<file path="src/rtl/regfile_wb_arbiter_pkg.sv">
// Shared definitions for the register-file writeback arbiter: default widths,
// the write-enable bit position, the round-robin state encoding and the
// writeback entry layout.
package regfile_wb_pkg;

    localparam int DATA_W_DEFAULT = 32;
    localparam int ADDR_W_DEFAULT = 5;

    // Position of the write enable inside writenum (just above the index).
    localparam int WE_BIT = 5;

    // Remembers which source won the most recent grant.
    typedef enum logic {
        LAST_ALU = 1'b0,
        LAST_MEM = 1'b1
    } arb_state_e;

    // One buffered writeback: destination register and its data.
    typedef struct packed {
        logic [ADDR_W_DEFAULT-1:0] num;
        logic [DATA_W_DEFAULT-1:0] data;
    } wb_entry_t;

endpackage

</file>
<file path="src/rtl/regfile_wb_arbiter_fifo.sv">
// Per-source writeback FIFO. Presents its head entry, an occupancy count, a
// ready flag derived only from the registered count, and a per-entry valid
// and destination vector so the top can build the pending-write mask.
module wb_fifo #(
    parameter int DEPTH  = 2,
    parameter int DATA_W = 32,
    parameter int ADDR_W = 5,
    parameter int CNT_W  = $clog2(DEPTH + 1)
) (
    input  logic                     clk_i,
    input  logic                     rst_n_i,
    input  logic                     push_i,
    input  logic [ADDR_W-1:0]        push_num_i,
    input  logic [DATA_W-1:0]        push_data_i,
    input  logic                     pop_i,
    output logic                     ready_o,
    output logic [CNT_W-1:0]         count_o,
    output logic                     head_valid_o,
    output logic [ADDR_W-1:0]        head_num_o,
    output logic [DATA_W-1:0]        head_data_o,
    output logic [DEPTH-1:0]         entry_valid_o,
    output logic [DEPTH*ADDR_W-1:0]  entry_num_o
);

    localparam int PTR_W = (DEPTH > 1) ? $clog2(DEPTH) : 1;
    localparam logic [PTR_W-1:0] LAST_PTR = PTR_W'(DEPTH - 1);
    localparam logic [CNT_W-1:0] FULL_CNT = CNT_W'(DEPTH);

    logic [ADDR_W-1:0] num_q  [DEPTH];
    logic [DATA_W-1:0] data_q [DEPTH];

    logic [PTR_W-1:0] wr_ptr_q, wr_ptr_d;
    logic [PTR_W-1:0] rd_ptr_q, rd_ptr_d;
    logic [CNT_W-1:0] count_q, count_d;
    logic [DEPTH-1:0] valid_q, valid_d;

    logic do_push;
    logic do_pop;

    // Pointers wrap modulo DEPTH, which need not fill the pointer width.
    function automatic logic [PTR_W-1:0] next_ptr(input logic [PTR_W-1:0] p);
        return (p == LAST_PTR) ? '0 : p + 1'b1;
    endfunction

    assign ready_o      = (count_q < FULL_CNT);
    assign count_o      = count_q;
    assign head_valid_o = (count_q != '0);
    assign head_num_o   = num_q[rd_ptr_q];
    assign head_data_o  = data_q[rd_ptr_q];

    assign do_push = push_i & ready_o;
    assign do_pop  = pop_i & head_valid_o;

    // Next-state for pointers, occupancy and per-entry valid flags.
    always_comb begin
        // NOTE: every output of a combinational block gets a default first so no path leaves it unassigned, which would infer a latch.
        wr_ptr_d = wr_ptr_q;
        rd_ptr_d = rd_ptr_q;
        count_d  = count_q;
        valid_d  = valid_q;
        if (do_pop) begin
            rd_ptr_d          = next_ptr(rd_ptr_q);
            valid_d[rd_ptr_q] = 1'b0;
        end
        if (do_push) begin
            wr_ptr_d          = next_ptr(wr_ptr_q);
            valid_d[wr_ptr_q] = 1'b1;
        end
        case ({do_push, do_pop})
            2'b10:   count_d = count_q + 1'b1;
            2'b01:   count_d = count_q - 1'b1;
            default: count_d = count_q;
        endcase
    end

    // Control state: emptied by reset.
    always_ff @(posedge clk_i or negedge rst_n_i) begin
        // NOTE: sequential state uses non-blocking assignments so every register samples pre-edge values regardless of block order.
        if (!rst_n_i) begin
            wr_ptr_q <= '0;
            rd_ptr_q <= '0;
            count_q  <= '0;
            valid_q  <= '0;
        end else begin
            wr_ptr_q <= wr_ptr_d;
            rd_ptr_q <= rd_ptr_d;
            count_q  <= count_d;
            valid_q  <= valid_d;
        end
    end

    // Entry storage, written only on an accepted push.
    always_ff @(posedge clk_i) begin
        // NOTE: the storage array has no reset; stale contents are never observed because valid_q/count_q gate every use.
        if (do_push) begin
            num_q[wr_ptr_q]  <= push_num_i;
            data_q[wr_ptr_q] <= push_data_i;
        end
    end

    // Flatten per-entry destinations for the pending-mask builder.
    always_comb begin
        entry_num_o = '0;
        for (int i = 0; i < DEPTH; i++) begin
            entry_num_o[i*ADDR_W +: ADDR_W] = num_q[i];
        end
    end

    assign entry_valid_o = valid_q;

endmodule

</file>
<file path="src/rtl/regfile_wb_arbiter.sv">
// Register-file writeback arbiter. Two sources (ALU results and load data)
// each feed a small FIFO; the heads are granted round-robin and one write per
// clock is registered onto the register file's single write port. A pending
// mask flags every register whose write is buffered or currently on the port.
// Optional build macro WB_ZERO_GUARD_EN: writes to register 0 are accepted
// by the handshake but dropped, and pending_o[0] is forced low.
module regfile_wb_arbiter
    import regfile_wb_pkg::*;
#(
    parameter int DEPTH  = 2,
    parameter int DATA_W = DATA_W_DEFAULT,
    parameter int ADDR_W = ADDR_W_DEFAULT
) (
    input  logic                   clk_i,
    input  logic                   rst_n_i,
    input  logic                   alu_valid_i,
    output logic                   alu_ready_o,
    input  logic [ADDR_W-1:0]      alu_num_i,
    input  logic [DATA_W-1:0]      alu_data_i,
    input  logic                   mem_valid_i,
    output logic                   mem_ready_o,
    input  logic [ADDR_W-1:0]      mem_num_i,
    input  logic [DATA_W-1:0]      mem_data_i,
    output logic [ADDR_W:0]        writenum_o,
    output logic [DATA_W-1:0]      writedata_o,
    output logic [(1<<ADDR_W)-1:0] pending_o,
    output logic                   idle_o
);

    localparam int CNT_W = $clog2(DEPTH + 1);

    logic alu_keep, mem_keep;
    logic alu_push, mem_push;
    logic grant_alu, grant_mem;

    logic [CNT_W-1:0]        alu_count, mem_count;
    logic                    alu_head_valid, mem_head_valid;
    logic [ADDR_W-1:0]       alu_head_num, mem_head_num;
    logic [DATA_W-1:0]       alu_head_data, mem_head_data;
    logic [DEPTH-1:0]        alu_entry_valid, mem_entry_valid;
    logic [DEPTH*ADDR_W-1:0] alu_entry_num, mem_entry_num;

    arb_state_e state_q, state_d;

    logic [ADDR_W:0]   writenum_q, writenum_d;
    logic [DATA_W-1:0] writedata_q, writedata_d;

`ifdef WB_ZERO_GUARD_EN
    // Register 0 writes complete the handshake but are never buffered.
    assign alu_keep = (alu_num_i != '0);
    assign mem_keep = (mem_num_i != '0);
`else
    assign alu_keep = 1'b1;
    assign mem_keep = 1'b1;
`endif

    assign alu_push = alu_valid_i & alu_ready_o & alu_keep;
    assign mem_push = mem_valid_i & mem_ready_o & mem_keep;

    wb_fifo #(.DEPTH(DEPTH), .DATA_W(DATA_W), .ADDR_W(ADDR_W), .CNT_W(CNT_W)) u_alu_fifo (
        .clk_i         (clk_i),
        .rst_n_i       (rst_n_i),
        .push_i        (alu_push),
        .push_num_i    (alu_num_i),
        .push_data_i   (alu_data_i),
        .pop_i         (grant_alu),
        .ready_o       (alu_ready_o),
        .count_o       (alu_count),
        .head_valid_o  (alu_head_valid),
        .head_num_o    (alu_head_num),
        .head_data_o   (alu_head_data),
        .entry_valid_o (alu_entry_valid),
        .entry_num_o   (alu_entry_num)
    );

    wb_fifo #(.DEPTH(DEPTH), .DATA_W(DATA_W), .ADDR_W(ADDR_W), .CNT_W(CNT_W)) u_mem_fifo (
        .clk_i         (clk_i),
        .rst_n_i       (rst_n_i),
        .push_i        (mem_push),
        .push_num_i    (mem_num_i),
        .push_data_i   (mem_data_i),
        .pop_i         (grant_mem),
        .ready_o       (mem_ready_o),
        .count_o       (mem_count),
        .head_valid_o  (mem_head_valid),
        .head_num_o    (mem_head_num),
        .head_data_o   (mem_head_data),
        .entry_valid_o (mem_entry_valid),
        .entry_num_o   (mem_entry_num)
    );

    // Round-robin state register; reset prefers the ALU first.
    always_ff @(posedge clk_i or negedge rst_n_i) begin
        if (!rst_n_i) begin
            state_q <= LAST_MEM;
        end else begin
            state_q <= state_d;
        end
    end

    // Next state records the granted source; unchanged when nothing is granted.
    always_comb begin
        state_d = state_q;
        case ({alu_head_valid, mem_head_valid})
            2'b10:   state_d = LAST_ALU;
            2'b01:   state_d = LAST_MEM;
            2'b11:   state_d = (state_q == LAST_MEM) ? LAST_ALU : LAST_MEM;
            default: state_d = state_q;
        endcase
    end

    // Grant decode: a lone head wins; under contention the source not last served wins.
    always_comb begin
        grant_alu = alu_head_valid & (~mem_head_valid | (state_q == LAST_MEM));
        grant_mem = mem_head_valid & (~alu_head_valid | (state_q == LAST_ALU));
    end

    // Write-port next value: one-cycle write on a grant, data held otherwise.
    always_comb begin
        writenum_d  = '0;
        writedata_d = writedata_q;
        if (grant_alu) begin
            writenum_d  = {1'b1, alu_head_num};
            writedata_d = alu_head_data;
        end else if (grant_mem) begin
            writenum_d  = {1'b1, mem_head_num};
            writedata_d = mem_head_data;
        end
    end

    // Write-port register, updated on posedge so it is stable by the negedge read.
    always_ff @(posedge clk_i or negedge rst_n_i) begin
        if (!rst_n_i) begin
            writenum_q  <= '0;
            writedata_q <= '0;
        end else begin
            writenum_q  <= writenum_d;
            writedata_q <= writedata_d;
        end
    end

    assign writenum_o  = writenum_q;
    assign writedata_o = writedata_q;

    // Pending mask: every buffered destination plus the write on the port.
    always_comb begin
        pending_o = '0;
        for (int i = 0; i < DEPTH; i++) begin
            if (alu_entry_valid[i]) pending_o[alu_entry_num[i*ADDR_W +: ADDR_W]] = 1'b1;
            if (mem_entry_valid[i]) pending_o[mem_entry_num[i*ADDR_W +: ADDR_W]] = 1'b1;
        end
        if (writenum_q[ADDR_W]) pending_o[writenum_q[ADDR_W-1:0]] = 1'b1;
`ifdef WB_ZERO_GUARD_EN
        pending_o[0] = 1'b0;
`endif
    end

    assign idle_o = (alu_count == '0) && (mem_count == '0) && !writenum_q[ADDR_W];

endmodule

</file>
<file path="config.mk">
export PLATFORM = sky130hd
export DESIGN_NAME = regfile_wb_arbiter
export DESIGN_NICKNAME = d
export VERILOG_FILES = /design/src/rtl/regfile_wb_arbiter_pkg.sv /design/src/rtl/regfile_wb_arbiter_fifo.sv /design/src/rtl/regfile_wb_arbiter.sv
export SDC_FILE = /design/constraint.sdc
export NUM_CORES = 1
export LEC_CHECK = 0
export BUFFER_PORTS_ARGS = -buffer_cell sky130_fd_sc_hd__buf_4
export CAP_MARGIN = 20
export CORE_ASPECT_RATIO = 0.8
export CORE_UTILIZATION = 59
export CTS_BUF_LIST = sky130_fd_sc_hd__clkbuf_2
export CTS_CLUSTER_DIAMETER = 150
export DETAILED_ROUTE_END_ITERATION = 8
export PLACE_DENSITY = 0.84
export SYNTH_ARGS = -nofsm -noshare
export SYNTH_HDL_FRONTEND = slang
export SYNTH_SLANG_ARGS = --single-unit
</file>
<file path="constraint.sdc">
create_clock -name clk_i -period 3.13 [get_ports clk_i]
set_clock_uncertainty 0.15 [all_clocks]
set_input_delay 0.939 -clock clk_i [delete_from_list [all_inputs] [get_ports clk_i]]
set_output_delay 0.939 -clock clk_i [all_outputs]
set_load 0.05 [all_outputs]
</file>
Word-level counts from Yosys, hierarchy flattened
Memories as Yosys holds them, arrays and structs flattened.
Index checks and enable logic that the tools add are counted.

cells by class
  bitwise operators = 23
  add/sub/neg operators = 8
  mux-type cells = 43
  magnitude comparators = 20
  reductions and logical operators = 20
  equality and inequality tests = 7

operators by type and width
  kind                                                               number
  2-to-1 mux 32 bit                                                  7
  OR 32 bit                                                          4
  < comparator 5 x 6 -> 1 bit, second input constant                 5
  demux 1 bit (select 5 bit)                                         5
  greater-or-equal comparator 5 x 1 -> 1 bit, second input constant  5
  2-to-1 mux 1 bit                                                   18
  2-to-1 mux 6 bit                                                   2
  logical AND 1 bit                                                  11
  nonzero test 2 bit                                                 5
  AND 1 bit                                                          8
  == test 2 bit, second input constant                               4
  < comparator 1 x 2 -> 1 bit, second input constant                 4
  2-to-1 mux 2 bit                                                   4
  one-hot mux 2 bit (2 select lines)                                 2
  == test 2 x 1 -> 1 bit, second input constant                      3
  adder 1 bit, second input constant                                 4
  adder 2 x 1 -> 2 bit, second input constant                        2
  AND 2 bit                                                          2
  demux 1 bit (select 1 bit)                                         4
  greater-or-equal comparator 1 bit, second input constant           4
  logical NOT 2 bit                                                  2
  < comparator 2 bit, second input constant                          2
  inverter 2 bit                                                     2
  OR 2 bit                                                           2
  6 further kinds                                                    10

word-level totals
  input bits = 78
  memories kept = 4
  register bits = 51
  output and inout port bits = 73
  logic and storage cells = 136
  memory bits (writable) = 148

memories
  name               words  width  rd ports  clocked after Yosys merged registers in  write ports  RTL line                       text
  u_alu_fifo.data_q  2      32     1         0                                        1            regfile_wb_arbiter_fifo.sv:30  logic [DATA_W-1:0] data_q [DEPTH];
  u_mem_fifo.data_q  2      32     1         0                                        1            regfile_wb_arbiter_fifo.sv:30
  u_alu_fifo.num_q   2      5      3         0                                        1            regfile_wb_arbiter_fifo.sv:29  logic [ADDR_W-1:0] num_q [DEPTH];
  u_mem_fifo.num_q   2      5      3         0                                        1            regfile_wb_arbiter_fifo.sv:29

Longest topological paths before layout
An unclocked memory read counts as a cell.

  word-level depth = 14
  gate-level depth with buffers = 9
  depth with buffers taken out = 7

Modules after synthesis
Synthesis repeated with hierarchy kept, for this count alone.

second synthesis, totals
  cell total of the unflattened synthesis = 694
  area total of the unflattened synthesis = 9344.0 µm²

modules (own cells, without submodules)
  module                 area each (µm²)  seq. area each (µm²)  instances  cells each
  regfile_wb_arbiter     3463.3           977.2                 1          416
  wb_fifo at u_alu_fifo  2944.1           2372.3                1          139
  wb_fifo at u_mem_fifo  2936.6           2372.3                1          139

Worst setup path before layout
OpenSTA, ideal clock, no wires.

  kind = input -> register
  start point = input mem_valid_i
  end point = memory u_mem_fifo.data_q[0][0] (enable)
  library setup time = 0.433 ns
  data arrival time = 2.637 ns
  required time = 2.547 ns
  cell stages on the path = 2
  setup slack = -0.089 ns
  cells stage by stage = nand2b_1 nor2_1

between the ends
  word-level cells in the longest chain between the ends = 4

RTL lines
  element                                 RTL line                       text
  from (decl)                             regfile_wb_arbiter.sv:20       input logic mem_valid_i,
  AND 1 bit                               regfile_wb_arbiter.sv:58       assign mem_push = mem_valid_i & mem_ready_o & mem_keep;
  AND 1 bit                               regfile_wb_arbiter_fifo.sv:51  assign do_push = push_i & ready_o;
  2-to-1 mux 1 bit                        regfile_wb_arbiter_fifo.sv:95  if (do_push) begin
  2-to-1 mux 1 bit (implied by the code)  regfile_wb_arbiter_fifo.sv:97  data_q[wr_ptr_q] <= push_data_i;
  to (decl)                               regfile_wb_arbiter_fifo.sv:30

No other way between the ends.

==> flow_metrics.env <==
export IMPL_hold_path_startpoint="mem_data_i[3]"
export IMPL_hold_class="input port to register"
export IMPL_grt_usage_pct=30.49
export IMPL_die_y_um=113.8
export IMPL_cts_buffers=17
export IMPL_cts_tree="yes"
export IMPL_period_share_pct=113.5
export IMPL_initial_utilization_pct=60.83
export IMPL_synth_top_cell_area_share_pct=48.18
export IMPL_core_um2=15160
export IMPL_area_growth_pct=26.66
export IMPL_worst_setup_path_type="register to output pin"
export IMPL_synth_edff_count=148
export IMPL_drc=0
export IMPL_switching_share_pct=44.65
export IMPL_firstDrtPassIters=5
export IMPL_gr_total_overflow=0
export IMPL_dp_hpwl_mm=16.43
export IMPL_ys_types=44
export IMPL_synthFlopType="edfxtp_1"
export IMPL_num_nets_final=953
export IMPL_post_dp_cell_area_um2=10550
export IMPL_setup_tns_ns=-10.12
export IMPL_cp_end_kind="output pin"
export IMPL_p_per_area_nw_per_um2=961.9
export IMPL_worstHoldPathCells=1
export IMPL_fin_area_um2=11680
export IMPL_synthArstFlopShare_pct=25.63
export IMPL_start_kind="register"
export IMPL_grt_pass1_wl_mm=36.26
export IMPL_path_max_fanout=4
export IMPL_rrSetupSlack_ns=0.87
export IMPL_num_antenna_cells=0
export IMPL_failed_checks="negative setup slack"
export IMPL_synth_area_um2=9224
export IMPL_antenna_found_initial=0
export IMPL_period_needed_ns=3.551
export IMPL_yosysTopAreaCell="edfxtp_1"
export IMPL_grt_max_degree=52
export IMPL_r2r_start="u_mem_fifo.count_o[1]"
export IMPL_dieArea_um2=16140
export IMPL_drive_above_1_share_pct=41.76
export IMPL_layout_commonest_cell="buf_4"
export IMPL_vias=6882
export IMPL_p_int_uw=6219
export IMPL_timing_fmax_mhz=281.6
export IMPL_clkSlewWorstSetupHoldPaths_ns=0.29
export IMPL_io_pins=151
export IMPL_seq_power_share_pct=38.0
export IMPL_hold_worst_slack_ns=0.1827
export IMPL_cts_path_max_buffers=2
export IMPL_finalSetupViolCount=32
export IMPL_place_gp_congestion=1.027
export IMPL_maxSlewHeadroom_pct=50.01
export IMPL_min_to="u_mem_fifo.data_q[0][3]"
export IMPL_fill_cells=918
export IMPL_combPwrFrac_pct=49.8
export IMPL_power_leakage_uw=0.004578
export IMPL_wire_per_inst_um=22.31
export IMPL_status="complete, but fails checks"
export IMPL_peakVddDrop_v=0.0005863
export IMPL_final_core_util_pct=77.04
export IMPL_clk_latency_ns=0.76
export IMPL_ys_warn_count=0
export IMPL_num_rows=40
export IMPL_drv_slew=0
export IMPL_r2r_cells=5
export IMPL_htreeDepth=4
export IMPL_ant_nets=0
export IMPL_worst_slack_ns=-0.4215
export IMPL_drv_cap=0
export IMPL_synth_nets=763
export IMPL_cts_sinks=199
export IMPL_rsz0062_at_grt="true"
export IMPL_port_buffers=150
export IMPL_worstPathRequired_ns=2.04
export IMPL_viasPerCell=6.279
export IMPL_worst_pin_slew_ns=0.7498
export IMPL_layout_common_cells="buf_4 (182), edfxtp_1 (148), mux2i_1 (74)"
export IMPL_hold_viol=0
export IMPL_p_sw_uw=5018
export IMPL_syn_area_per_cell_um2=13.50
export IMPL_synth_seq_cells=199
export IMPL_syn_inst=683
export IMPL_totalWireLength_mm=24.45
export IMPL_ys_seq_area_share_pct=62.03
export IMPL_arrival_ns=2.46
export IMPL_drt_iter0_drc=729
export IMPL_yosys_top_cells_area="edfxtp_1 (48%), dfrtp_1 (14%), mux2i_1 (8.0%), and3_1 (2.3%), o22ai_1 (2.2%)"
export IMPL_p_clk_share_pct=12.2
export IMPL_die_x_um=141.8
export IMPL_root_buffer="clkbuf_2"
export IMPL_worstReg2RegEnd="u_mem_fifo.data_q[1][27]"
export IMPL_grt_pass1_vias=6750
[power groups by stage]
stage	sequential, uW	clock (uW)	combinational (uW)
2_1_floorplan	4830	0	3090
3_3_place_gp	4280	0	5020
3_5_place_dp	4340	0	5120
4_1_cts	4250	1400	5420
5_1_grt	4350	1480	5890
6_report	4280	1370	5600
[registers in the layout, indices dropped and copies added, names as in the netlist]
signal	count
u_mem_fifo.rd_ptr_q	1
writenum_o	6
u_mem_fifo.data_q	64
writedata_o	32
u_alu_fifo.wr_ptr_q	1
u_alu_fifo.rd_ptr_q	1
u_alu_fifo.entry_valid_o	2
u_alu_fifo.num_q	10
u_mem_fifo.num_q	10
u_mem_fifo.count_o	2
u_mem_fifo.wr_ptr_q	1
u_alu_fifo.count_o	2
u_mem_fifo.entry_valid_o	2
state_q	1
u_alu_fifo.data_q	64
[synth_stat cells (12+ instances only)]
| cell | instances |
|---|---|
| nor2_2 | 18 |
| or3_1 | 12 |
| nand3_1 | 25 |
| a311oi_1 | 22 |
| buf_2 | 27 |
| and3_1 | 34 |
| nor2_1 | 28 |
| o22ai_1 | 32 |
| nand2_1 | 19 |
| dfrtp_1 | 50 |
| a22oi_1 | 23 |
| mux2i_1 | 74 |
| nand2b_1 | 12 |
| nand4b_1 | 15 |
| edfxtp_1 | 148 |
| clkbuf_1 | 22 |
| nand4_1 | 13 |
[through the flow]
stage | worst slack [ns] | cells | power (uW)
6_report | -0.4215 | 1096 | 11240
3_3_place_gp | 0.3836 | 1014 | 9299
3_5_place_dp | 0.3265 | 1014 | 9453
5_1_grt | -0.5189 | 1096 | 11720
4_1_cts | -0.3966 | 1078 | 11070
2_1_floorplan | 0.1316 | 683 | 7918
[timing repair]
action	CTS	global route
gates resized for setup	73	41
pin swaps	25	28
hold buffers	1	0
endpoints found under the hold margin	14	0
gates cloned	0	0
setup endpoints to repair	33	33
buffers inserted	31	19
[worst max-delay path, cell delays in order, from the launching register on]
cell      delay [ns]
edfxtp_1        0.51
buf_6           0.17
nand4b_1        0.22
buf_4           0.19
o22ai_2         0.08
or3_4           0.40
buf_8           0.16
[final cells by class]
class / instances / area [um2] / area share [%]
inverter: 5 / 18.77 / 0.1607
tap: 210 / 262.8 / 2.249
timing repair buffer: 227 / 1904 / 16.30
clock buffer: 18 / 90.09 / 0.7711
clock inverter: 14 / 193.9 / 1.660
multi-input combinational: 423 / 3481 / 29.80
sequential: 199 / 5732 / 49.06
[metal layers]
layer / global-route usage (%) / vias to the layer above / part of all wire, %
li1: - / 3049 / -
met1: 41.79 / 3378 / 41
met2: 46.54 / 400 / 46
met3: 8.396 / 55 / 10
met4: 12.33 / 0 / 2.2
met5: 0 / - / 0
[how the worst max path moves through the flow]
stage,startpoint,to,slack (ns),depth (start not counted)
after floorplan,u_mem_fifo.count_o[0],idle_o,0.13,4
after global placement,u_mem_fifo.num_q[0][2],pending_o[12],0.38,4
after detailed placement,u_mem_fifo.num_q[1][4],pending_o[8],0.33,4
after CTS,u_mem_fifo.num_q[0][4],pending_o[24],-0.40,5
after global routing,u_mem_fifo.num_q[0][4],pending_o[25],-0.52,6
final,u_mem_fifo.num_q[0][4],pending_o[26],-0.42,6
[kinds of logic (layout without fill, tap and decap cells)]
family	after synthesis	in the layout	share of synthesized area (%)
AOI/OAI and AO/OA	99	99	8.817
xor gates and xnor gates	10	10	0.9495
adders and majority gates	2	2	0.2713
buffers and inverters	61	264	3.459
DFF	199	199	62.03
muxes	74	74	8.030
and+or+nand+nor	238	238	16.44
Power figures use the tool's default switching activity.
